$ cat config.mk
export PLATFORM = sky130hd
export DESIGN_NAME = anim_sequencer_flat
export DESIGN_NICKNAME = d
export VERILOG_FILES = /design/src/rtl/anim_sequencer_pkg.sv /design/src/rtl/anim_sequencer_if.sv /design/src/rtl/anim_tick.sv /design/src/rtl/anim_sequencer.sv /design/src/flat_wrapper.sv
export SDC_FILE = /design/constraint.sdc
export NUM_CORES = 1
export LEC_CHECK = 0
export ABC_AREA = 1
export BUFFER_PORTS_ARGS = -buffer_cell sky130_fd_sc_hd__buf_2
export CAP_MARGIN = 20
export CORE_MARGIN = 10
export CORE_UTILIZATION = 60
export DETAILED_ROUTE_END_ITERATION = 12
export PLACE_DENSITY = 0.81
export SETUP_SLACK_MARGIN = 0.2
export SLEW_MARGIN = 20
export SYNTH_ARGS = -nofsm -noshare
export SYNTH_HDL_FRONTEND = slang
export SYNTH_SLANG_ARGS = --single-unit
$ cat constraint.sdc
create_clock -name clk -period 4.7 [get_ports clk]
set_input_delay 0.47 -clock clk [delete_from_list [all_inputs] [get_ports clk]]
set_output_delay 0.47 -clock clk [all_outputs]
set_load 0.01 [all_outputs]
$ cat src/rtl/anim_sequencer_pkg.sv
// Shared encodings for the LED animation frame sequencer: playback modes,
// FSM states, LED constants and the frame-advance helper.
package anim_sequencer_pkg;

    typedef enum logic [1:0] {
        MODE_LOOP     = 2'd0,
        MODE_ONESHOT  = 2'd1,
        MODE_PINGPONG = 2'd2,
        MODE_RSVD     = 2'd3
    } mode_e;

    typedef enum logic {
        DIR_UP   = 1'b0,
        DIR_DOWN = 1'b1
    } dir_e;

    typedef struct packed {
        logic [6:0] frame;
        dir_e       dir;
    } step_t;

    localparam logic [0:0] ST_IDLE = 1'b0;
    localparam logic [0:0] ST_RUN  = 1'b1;

    localparam logic [6:0] LED_OFF    = 7'b1111111;
    localparam logic [6:0] FRAME_LAST = 7'd127;

    // 20 bits cover the base divider, 3 more cover the speed multiplier.
    localparam int PRESC_W = 23;

    // Next frame/direction for one tick; one-shot termination is handled by the caller.
    function automatic step_t frame_step(input mode_e mode, input logic [6:0] idx, input dir_e dir);
        step_t s;
        s.frame = idx + 7'd1;
        s.dir   = DIR_UP;
        if (mode == MODE_PINGPONG) begin
            if (dir == DIR_UP) begin
                if (idx == FRAME_LAST) begin
                    s.frame = idx - 7'd1;
                    s.dir   = DIR_DOWN;
                end
            end else if (idx == 7'd0) begin
                s.frame = 7'd1;
            end else begin
                s.frame = idx - 7'd1;
                s.dir   = DIR_DOWN;
            end
        end
        return s;
    endfunction

endpackage

$ cat src/rtl/anim_sequencer_if.sv
// Bundle of user controls, status and the pattern-decoder bank bus.
interface anim_sequencer_if;
    import anim_sequencer_pkg::*;

    logic       start;
    logic       stop;
    logic [1:0] mode;
    logic [2:0] speed;
    logic [3:0] pat_sel;
    logic [6:0] frame_idx;
    logic [3:0] rom_sel;
    logic [6:0] rom_data;
    logic [6:0] led_n;
    logic       busy;
    logic       done;

    modport master (
        output start, stop, mode, speed, pat_sel, rom_data,
        input  frame_idx, rom_sel, led_n, busy, done
    );

    modport slave (
        input  start, stop, mode, speed, pat_sel, rom_data,
        output frame_idx, rom_sel, led_n, busy, done
    );
endinterface

$ cat src/rtl/anim_tick.sv
// Frame prescaler: counts 0..CLK_DIV*(speed_q+1)-1 and pulses tick at the
// terminal count. clear holds/returns the count to zero.
module anim_tick
    import anim_sequencer_pkg::*;
#(
    parameter int CLK_DIV = 1_000_000
) (
    input  logic       clk,
    input  logic       rst,
    input  logic       clear,
    input  logic [2:0] speed_q,
    output logic       tick
);

    localparam logic [PRESC_W-1:0] DIV = PRESC_W'(CLK_DIV);

    logic [PRESC_W-1:0] cnt_q;
    logic [PRESC_W-1:0] cnt_d;
    logic [PRESC_W-1:0] term;

    always_comb begin
        term  = DIV * (PRESC_W'(speed_q) + PRESC_W'(1)) - PRESC_W'(1);
        tick  = (cnt_q == term);
        cnt_d = cnt_q + PRESC_W'(1);
        if (clear || tick) begin
            cnt_d = '0;
        end
    end

    always_ff @(posedge clk or posedge rst) begin
        if (rst) begin
            cnt_q <= '0;
        end else begin
            cnt_q <= cnt_d;
        end
    end

endmodule

$ cat src/rtl/anim_sequencer.sv
// LED animation frame sequencer: paces the frame index into the pattern
// decoder bank and registers the returned active-low pattern onto the LEDs.
//
// state | meaning
// IDLE  | LEDs off, frame_idx held at 0, prescaler cleared
// RUN   | frames advance on each prescaler tick per latched mode
module anim_sequencer
    import anim_sequencer_pkg::*;
#(
    parameter int CLK_DIV = 1_000_000,
    parameter int NUM_PAT = 16
) (
    input  logic              clk,
    input  logic              rst,
    anim_sequencer_if.slave   bus
);

    logic [0:0] state_q, state_d;
    mode_e      mode_q, mode_d;
    logic [2:0] speed_q, speed_d;
    logic [3:0] rom_sel_q, rom_sel_d;
    logic [6:0] frame_q, frame_d;
    logic [6:0] led_n_q, led_n_d;
    dir_e       dir_q, dir_d;
    logic       done_q, done_d;

    logic       run;
    logic       clear;
    logic       tick;
    logic [3:0] sel_clamped;
    step_t      step;

    assign run   = (state_q == ST_RUN);
    // Restart/abort must also restart the frame period, not just the index.
    assign clear = !run || bus.start || bus.stop;

    assign sel_clamped = ({1'b0, bus.pat_sel} >= 5'(NUM_PAT)) ? 4'(NUM_PAT - 1) : bus.pat_sel;

    anim_tick #(
        .CLK_DIV (CLK_DIV)
    ) u_tick (
        .clk     (clk),
        .rst     (rst),
        .clear   (clear),
        .speed_q (speed_q),
        .tick    (tick)
    );

    always_comb begin
        state_d   = state_q;
        mode_d    = mode_q;
        speed_d   = speed_q;
        rom_sel_d = rom_sel_q;
        frame_d   = frame_q;
        dir_d     = dir_q;
        done_d    = 1'b0;
        step      = frame_step(mode_q, frame_q, dir_q);
        led_n_d   = run ? bus.rom_data : LED_OFF;

        if (bus.stop) begin
            state_d = ST_IDLE;
            frame_d = '0;
            dir_d   = DIR_UP;
        end else if (bus.start) begin
            state_d   = ST_RUN;
            mode_d    = mode_e'(bus.mode);
            speed_d   = bus.speed;
            rom_sel_d = sel_clamped;
            frame_d   = '0;
            dir_d     = DIR_UP;
        end else if (run && tick) begin
            if (mode_q == MODE_ONESHOT && frame_q == FRAME_LAST) begin
                state_d = ST_IDLE;
                frame_d = '0;
                dir_d   = DIR_UP;
                done_d  = 1'b1;
            end else begin
                frame_d = step.frame;
                dir_d   = step.dir;
            end
        end
    end

    always_ff @(posedge clk or posedge rst) begin
        if (rst) begin
            state_q   <= ST_IDLE;
            mode_q    <= MODE_LOOP;
            speed_q   <= '0;
            rom_sel_q <= '0;
            frame_q   <= '0;
            dir_q     <= DIR_UP;
            led_n_q   <= LED_OFF;
            done_q    <= 1'b0;
        end else begin
            state_q   <= state_d;
            mode_q    <= mode_d;
            speed_q   <= speed_d;
            rom_sel_q <= rom_sel_d;
            frame_q   <= frame_d;
            dir_q     <= dir_d;
            led_n_q   <= led_n_d;
            done_q    <= done_d;
        end
    end

    assign bus.frame_idx = frame_q;
    assign bus.rom_sel   = rom_sel_q;
    assign bus.led_n     = led_n_q;
    assign bus.busy      = run;
    assign bus.done      = done_q;

endmodule

$ cat src/flat_wrapper.sv
// flat-port wrapper written by rule: the top's interface ports become plain ports
module anim_sequencer_flat import anim_sequencer_pkg::*;
#(
    parameter int CLK_DIV = 1_000_000,
    parameter int NUM_PAT = 16
)
  (clk, rst, bus_start, bus_stop, bus_mode, bus_speed, bus_pat_sel, bus_rom_data, bus_frame_idx, bus_rom_sel, bus_led_n, bus_busy, bus_done);
  anim_sequencer_if bus_i ();
  input  logic clk;
  input  logic rst;
  input wire logic [$bits(bus_i.start)-1:0] bus_start;
  input wire logic [$bits(bus_i.stop)-1:0] bus_stop;
  input wire logic [$bits(bus_i.mode)-1:0] bus_mode;
  input wire logic [$bits(bus_i.speed)-1:0] bus_speed;
  input wire logic [$bits(bus_i.pat_sel)-1:0] bus_pat_sel;
  input wire logic [$bits(bus_i.rom_data)-1:0] bus_rom_data;
  output wire logic [$bits(bus_i.frame_idx)-1:0] bus_frame_idx;
  output wire logic [$bits(bus_i.rom_sel)-1:0] bus_rom_sel;
  output wire logic [$bits(bus_i.led_n)-1:0] bus_led_n;
  output wire logic [$bits(bus_i.busy)-1:0] bus_busy;
  output wire logic [$bits(bus_i.done)-1:0] bus_done;
  assign bus_i.start = bus_start;
  assign bus_i.stop = bus_stop;
  assign bus_i.mode = bus_mode;
  assign bus_i.speed = bus_speed;
  assign bus_i.pat_sel = bus_pat_sel;
  assign bus_i.rom_data = bus_rom_data;
  assign bus_frame_idx = bus_i.frame_idx;
  assign bus_rom_sel = bus_i.rom_sel;
  assign bus_led_n = bus_i.led_n;
  assign bus_busy = bus_i.busy;
  assign bus_done = bus_i.done;
  anim_sequencer #(.CLK_DIV(CLK_DIV), .NUM_PAT(NUM_PAT)) u_core (.clk(clk), .rst(rst), .bus(bus_i));
endmodule
==> Word-level counts from Yosys, hierarchy flattened <==
Cells that the tools add are included.
{ "classes": {"multipliers": 1, "reduce_logical": 11, "n_addsub": 5, "muxes": 23, "n_eq_ne": 4, "n_bitwise": 1} }
{ "ops": {"columns": ["operator", "n"], "rows": [
  ["two-way mux 7 bit", 6],
  ["two-way mux 8 bit", 3],
  ["adder 23 x 1 -> 23 bit, second input constant", 1],
  ["equality test 23 bit", 1],
  ["multiplier 14 x 23 -> 17 bit, first input constant", 1],
  ["two-way mux 23 bit", 1],
  ["subtractor 23 x 1 -> 23 bit, second input constant", 1],
  ["two-way mux 1 bit", 13],
  ["adder 7 x 1 -> 7 bit, second input constant", 1],
  ["equality test 7 bit, second input constant", 1],
  ["logical NOT 7 bit", 1],
  ["subtractor 7 x 1 -> 7 bit, second input constant", 1],
  ["nonzero test 3 bit", 2],
  ["adder 3 x 1 -> 4 bit, second input constant", 1],
  ["AND reduction 2 bit", 2],
  ["logical OR 1 bit", 3],
  ["equality test 2 x 1 -> 1 bit, second input constant", 1],
  ["equality test 2 bit, second input constant", 1],
  ["logical AND 1 bit", 2],
  ["logical NOT 1 bit", 1],
  ["inverter 1 bit", 1]
]} }
{ "word_totals": {"elab_cells": 54, "reg_bits": 49, "in_bits": 20} }

==> Longest topological paths before layout <==
{ "depth": {"ltp_word": 8, "depth_mapped": 22, "ltp_nobuf": 22} }

==> By module <==
A second synthesis with hierarchy kept.
{ "hier_totals": {"cells_unflattened": 500, "area_unflattened_um2": 3647.2} }
{ "modules_own_cells": {"columns": ["module", "area_per_inst_um2", "instances", "cells_per_inst"], "rows": [
  ["anim_tick", 2207.1, 1, 324],
  ["anim_sequencer", 1440.1, 1, 176]
]} }

==> Worst setup path before layout <==
OpenSTA, ideal clock, no wires.
{ "synth_timing": {"path_kind": "reg-to-reg", "from": "register u_core.speed_q[0]", "to": "register u_core.u_tick.cnt_q[8]", "arrival_time_ns": 3.678, "period_less_slack_ns": 3.809, "required_ns": 4.569, "path_buffers": 1, "path_slack_ns": 0.891, "path_stages_with_launch": 22, "cell_sequence": "dfrtp_1 ha_1 inv_1 nand2_1 nand2_2 inv_1 fa_1 fa_1 ha_1 a21oi_1 o21ai_0 nand2_1 nand2_1 nor2_1 nand3_1 nand2_1 nand2_1 nand2_2 nand2_2 nand2_4 buf_8 nor3_2"} }
{ "synth_between": {"elab_chain_len": 6} }
{ "synth_lines": {"columns": ["item", "line", "rtl"], "rows": [
  ["start: declaration", "anim_sequencer.sv:20", "logic [2:0] speed_q, speed_d;"],
  ["start signal: assignment", "anim_sequencer.sv:97", "speed_q <= speed_d;"],
  ["adder 3 x 1 -> 4 bit", "anim_tick.sv:22", "term = DIV * (PRESC_W'(speed_q) + PRESC_W'(1)) - PRESC_W'(1);"],
  ["multiplier 14 x 23 -> 17 bit", "anim_tick.sv:22", null],
  ["subtractor 23 x 1 -> 23 bit", "anim_tick.sv:22", null],
  ["equality test 23 bit", "anim_tick.sv:23", "tick = (cnt_q == term);"],
  ["logical OR 1 bit", "anim_tick.sv:25", "if (clear || tick) begin"],
  ["two-way mux 23 bit", "anim_tick.sv:25", null],
  ["net u_core.u_tick.cnt_d[8]", "anim_tick.sv:18", "logic [PRESC_W-1:0] cnt_d;"],
  ["end signal: assignment", "anim_tick.sv:34", "cnt_q <= cnt_d;"],
  ["end: declaration", "anim_tick.sv:17", "logic [PRESC_W-1:0] cnt_q;"]
]} }
The timed path passes the listed nets, and every way through them passes these cells.
A chain may end at the register's enable or synchronous reset.

==> Final worst setup path <==
{ "layout_timing": {"from": "register u_core.speed_q[1]", "to": "register u_core.u_tick.cnt_q[3]"} }
The elaborated chain is that of the path after synthesis.

==> results.md <==
Global routing:
- The number of global-route vias before repair came to 3340.
- The number of antenna violations at the first check in global routing is 0.
- Entering global routing, the biggest net connects 50 pins.
- The global-route wire length before repair is 15.1 mm.
- Global routing finished with a remaining overflow of 0.
- In the global route stage, overall resource usage came out at 0.180.

Synthesis:
- The leading register cell type out of synthesis is sky130_fd_sc_hd__dfrtp_1.
- After synthesis the cells add up to 3780 um2.
- After synthesis the netlist holds a flip-flop and latch count of 49.
- The count of flip-flops with a built-in enable after synthesis is 0.
- The number of distinct standard cells referenced by the synthesized netlist is 40.
- In the synthesized netlist, the number of instances is 533.
- The number of nets in the synthesized netlist is 577.
- The number of synthesis warnings is 0.
- Counting flops with an async set or reset pin after synthesis yields a share of 1.00.
- The mean post-synth cell area is 7.09 um2.
- The register area share after synthesis is 0.327.

Min path:
- The min-delay analysis places its worst path in the category in2async.

Detailed routing:
- The routed wire length is 9.03 mm.
- The pre-antenna-repair detailed-routing pass consisted of 5 iterations.
- The per-cell routed wire length is 13.8 um.
- The average via count per standard cell is 5.30.
- Summing over every cut layer, the via total after detailed routing is 3456.
- The total DRC errors in the routed layout is 0.
- The starting DRC count in detailed routing is 241.
- In this run the remaining antenna-violating nets after routing total 0.

Cells and area:
- The non-filler instance count after layout is 652.
- The layout net count is 620.
- The final core area utilization is 0.689.
- Of the cells placed in the final design, the portion with a size suffix greater than 1 is 0.170.
- The filler cells instantiated in the layout total 526.
- The cell area after layout is 4150 um2.
- Compared with the post-synthesis result, the final layout area differs by 9.90%.
- The diode insertion count for antenna repair is 0.

Power:
- Across the VDD grid, the largest voltage drop is 0.414 mV.
- In this run the static leakage power is 1.99 nW.
- The power density relative to cell area is 357 nW/um2.

STA:
- The max-slew headroom at the worst pin is 0.435.
- The final hold slack is 0.297 ns.
- The final hold violation count is 0.
- The number of max-slew violations in the final report is 0.
- The slew at the pin with the worst max-slew slack is 0.846 ns.
- Timing would allow up to 0.242 GHz.
- Subtracting the final worst setup slack from the clock period gives 4.13 ns.
- Setup violations remaining at the end of the flow were counted as 0.
- The clock arrives with 0.0118 ns of skew.
- Setup repair after global routing left no endpoint under its margin.
- Adding up every negative setup slack in the final design gives 0 ns.
- Dividing the final minimum period by the clock period gives 0.879.

Placement:
- In this run the tool buffered the top-level ports with 39 buffer cells.
- The standard cell area after detailed placement is 4030 um2.
- The final HPWL from detailed placement is 7.00 mm.
- At the end of routability-driven placement, the weighted congestion stood at 0.906.
- The number of placed instances, taps included, is 643.

Floorplan:
- The floorplan die width is 99.3 um.
- The top-level I/O count is 40.
- The floorplan has 28 rows.
- The area enclosed by the die boundary is 9870 um2.
- The initial cell density of the core is 0.627.
- The total core area is 6030 um2.
- The floorplan die height is 99.3 um.

Clock network:
- The sink count of the clock tree is 49.
- In this run the clock root is driven by a sky130_fd_sc_hd__clkbuf_8.
- The later pin in the worst-skew pair is clocked with a latency of 0.31 ns.
- The register clock-pin slew on the reported worst setup and hold paths is 0.09 ns.
- The clock passes through at most 2 buffers.
- The total clock buffers created by CTS is 5.
- The TritonCTS clock tree is done.
- The H-tree was split into 2 levels.

Critical path:
- The nature of the critical path startpoint is a register.
- The type of the setup path with the least slack is reg2reg.
- The required time of the critical path is 4.92 ns.
- The element type at the critical path end is a register.
- In this run the worst path has a maximum fanout of 22.
- For the worst setup path, the data arrival time is 4.35 ns.

Job:
- The number of violations of the max-capacitance limit is 0.

Outcome:
- The flow ran to the end, and the final reports show no timing, DRC or antenna violations.
-- Yosys cell counts, types with 2 or more instances --
| cell type | number | share of area |
|---|---|---|
| sky130_fd_sc_hd__nor4_1 | 2 | 0.0033 |
| sky130_fd_sc_hd__nor2_2 | 5 | 0.0083 |
| sky130_fd_sc_hd__xor2_1 | 11 | 0.026 |
| sky130_fd_sc_hd__dfrtp_1 | 42 | 0.28 |
| sky130_fd_sc_hd__a21oi_1 | 18 | 0.024 |
| sky130_fd_sc_hd__inv_1 | 78 | 0.078 |
| sky130_fd_sc_hd__nand2_2 | 5 | 0.0083 |
| sky130_fd_sc_hd__nand2_1 | 147 | 0.15 |
| sky130_fd_sc_hd__nand2_4 | 2 | 0.0060 |
| sky130_fd_sc_hd__clkbuf_1 | 2 | 0.0020 |
| sky130_fd_sc_hd__o21ai_0 | 14 | 0.019 |
| sky130_fd_sc_hd__buf_6 | 2 | 0.0060 |
| sky130_fd_sc_hd__ha_1 | 19 | 0.063 |
| sky130_fd_sc_hd__nor2_1 | 64 | 0.064 |
| sky130_fd_sc_hd__nand4_1 | 12 | 0.020 |
| sky130_fd_sc_hd__a21oi_2 | 3 | 0.0070 |
| sky130_fd_sc_hd__o21ai_1 | 2 | 0.0026 |
| sky130_fd_sc_hd__mux2_2 | 4 | 0.012 |
| sky130_fd_sc_hd__nand3_1 | 45 | 0.060 |
| sky130_fd_sc_hd__nand3b_1 | 3 | 0.0060 |
| sky130_fd_sc_hd__xnor2_1 | 4 | 0.0093 |
| sky130_fd_sc_hd__nor3_2 | 9 | 0.024 |
| sky130_fd_sc_hd__dfstp_2 | 7 | 0.049 |
| sky130_fd_sc_hd__inv_2 | 2 | 0.0020 |
| sky130_fd_sc_hd__fa_1 | 5 | 0.026 |
| sky130_fd_sc_hd__nor3_1 | 12 | 0.016 |
-- metrics by stage --
step           total power [mW]  setup slack (ns)
3_3_place_gp               1.20             0.594
3_5_place_dp               1.22             0.382
4_1_cts                    1.47             0.380
2_1_floorplan              1.07             0.891
6_report                   1.48             0.569
5_1_grt                    1.61             0.229
-- area by class of cell --
class | instances | area, um2 | area share
multi-input combinational | 396 | 2200 | 0.530
clock buffer | 7 | 76.3 | 0.0184
inverter | 81 | 312 | 0.0750
tap | 75 | 93.8 | 0.0226
clock inverter | 1 | 7.51 | 0.00181
sequential | 49 | 1240 | 0.298
timing repair buffer | 43 | 225 | 0.0542
-- cells in the final DEF, fill, tap and decap left out, drive strengths merged, types with 5 or more instances in the layout --
| cell | netlist | final |
|---|---|---|
| dfrtp | 42 | 42 |
| ha | 19 | 19 |
| clkbuf | 2 | 7 |
| dfstp | 7 | 7 |
| nand4 | 13 | 13 |
| nor2 | 70 | 70 |
| o21ai | 16 | 16 |
| nand3 | 47 | 47 |
| nand2 | 154 | 154 |
| a21oi | 22 | 22 |
| nor3 | 21 | 21 |
| fa | 5 | 5 |
| inv | 81 | 79 |
| xor2 | 11 | 11 |
| buf | 5 | 43 |
-- cell families after synthesis --
| kind of cell | count (synthesis) | share of synthesized area |
|---|---|---|
| XOR/XNOR | 15 | 0.0348 |
| multiplexers | 4 | 0.0119 |
| flip-flops | 49 | 0.327 |
| buffers and inverters | 88 | 0.0964 |
| adder cells (fa/ha/maj) | 24 | 0.0894 |
| other | 1 | 0.000993 |
| AND/OR/NAND/NOR | 311 | 0.378 |
| AO/OA/AOI/OAI | 41 | 0.0619 |
-- metal layers --
| metal | vias to the layer above | global-route usage | wire length (um) |
|---|---|---|---|
| met4 | 0 | 0.0518 | 71 |
| met5 | - | 0 | 0 |
| li1 | 1778 | - | - |
| met3 | 7 | 0.0311 | 324 |
| met2 | 72 | 0.321 | 4570 |
| met1 | 1599 | 0.215 | 4060 |
-- report_power, final --
part           switching, mW  total (mW)  internal [mW]
logic                  0.498       0.776          0.277
registers             0.0192       0.460          0.441
clock network          0.141       0.247          0.106
total                  0.659        1.48          0.824
-- repair_timing --
item / 4_1_cts / 5_1_grt
gates resized for setup: 0 / 6
hold buffers: 0 / 0
buffers inserted: 0 / 1
setup endpoints to repair: 0 / 31
-- path summary, 6_finish.rpt --
check                                            startpoint                                 to  slack [ns]  depth (start not counted)
min in group clk                            bus_rom_data[0]      u_core.bus.led_n[0]$_DFF_PP1_        0.32                          3
setup reg to reg              u_core.speed_q[1]$_DFFE_PP0P_   u_core.u_tick.cnt_q[3]$_DFF_PP0_        0.57                         20
hold reg to reg            u_core.u_tick.cnt_q[0]$_DFF_PP0_   u_core.u_tick.cnt_q[0]$_DFF_PP0_        0.48                          1
setup / recovery              u_core.speed_q[1]$_DFFE_PP0P_   u_core.u_tick.cnt_q[3]$_DFF_PP0_        0.57                         20
hold / removal                                          rst  u_core.bus.rom_sel[0]$_DFFE_PP0P_        0.30                          2
max in group asynchronous                               rst      u_core.speed_q[0]$_DFFE_PP0P_        3.84                          2
-- registers in the layout, summed over array words and instances, names as in the netlist --
register and count:
u_core.bus.rom_sel 4, u_core.dir_q 1, u_core.bus.led_n 7, u_core.bus.done 1
u_core.bus.busy 1, u_core.speed_q 3, u_core.u_tick.cnt_q 23, u_core.bus.frame_idx 7
u_core.mode_q 2
-- critical path, stage by stage (launching register included) --
cell and delay, ns:
sky130_fd_sc_hd__dfrtp_1 0.50, sky130_fd_sc_hd__ha_1 0.29, sky130_fd_sc_hd__nand2_1 0.11, sky130_fd_sc_hd__nand2_4 0.16, sky130_fd_sc_hd__clkinvlp_4 0.14, sky130_fd_sc_hd__fa_1 0.60
sky130_fd_sc_hd__fa_1 0.44, sky130_fd_sc_hd__ha_1 0.39, sky130_fd_sc_hd__a21oi_2 0.21, sky130_fd_sc_hd__o21ai_0 0.11, sky130_fd_sc_hd__nand2_1 0.07, sky130_fd_sc_hd__nand2_1 0.04
sky130_fd_sc_hd__nor2_1 0.13, sky130_fd_sc_hd__nand2_1 0.06, sky130_fd_sc_hd__nand2_1 0.07, sky130_fd_sc_hd__nand2_1 0.08, sky130_fd_sc_hd__nand2_1 0.08, sky130_fd_sc_hd__nand2_2 0.08
sky130_fd_sc_hd__nand2_2 0.14, sky130_fd_sc_hd__nand2_8 0.14, sky130_fd_sc_hd__nor3_1 0.19
Note: power is estimated with default switching activity, not from simulation.
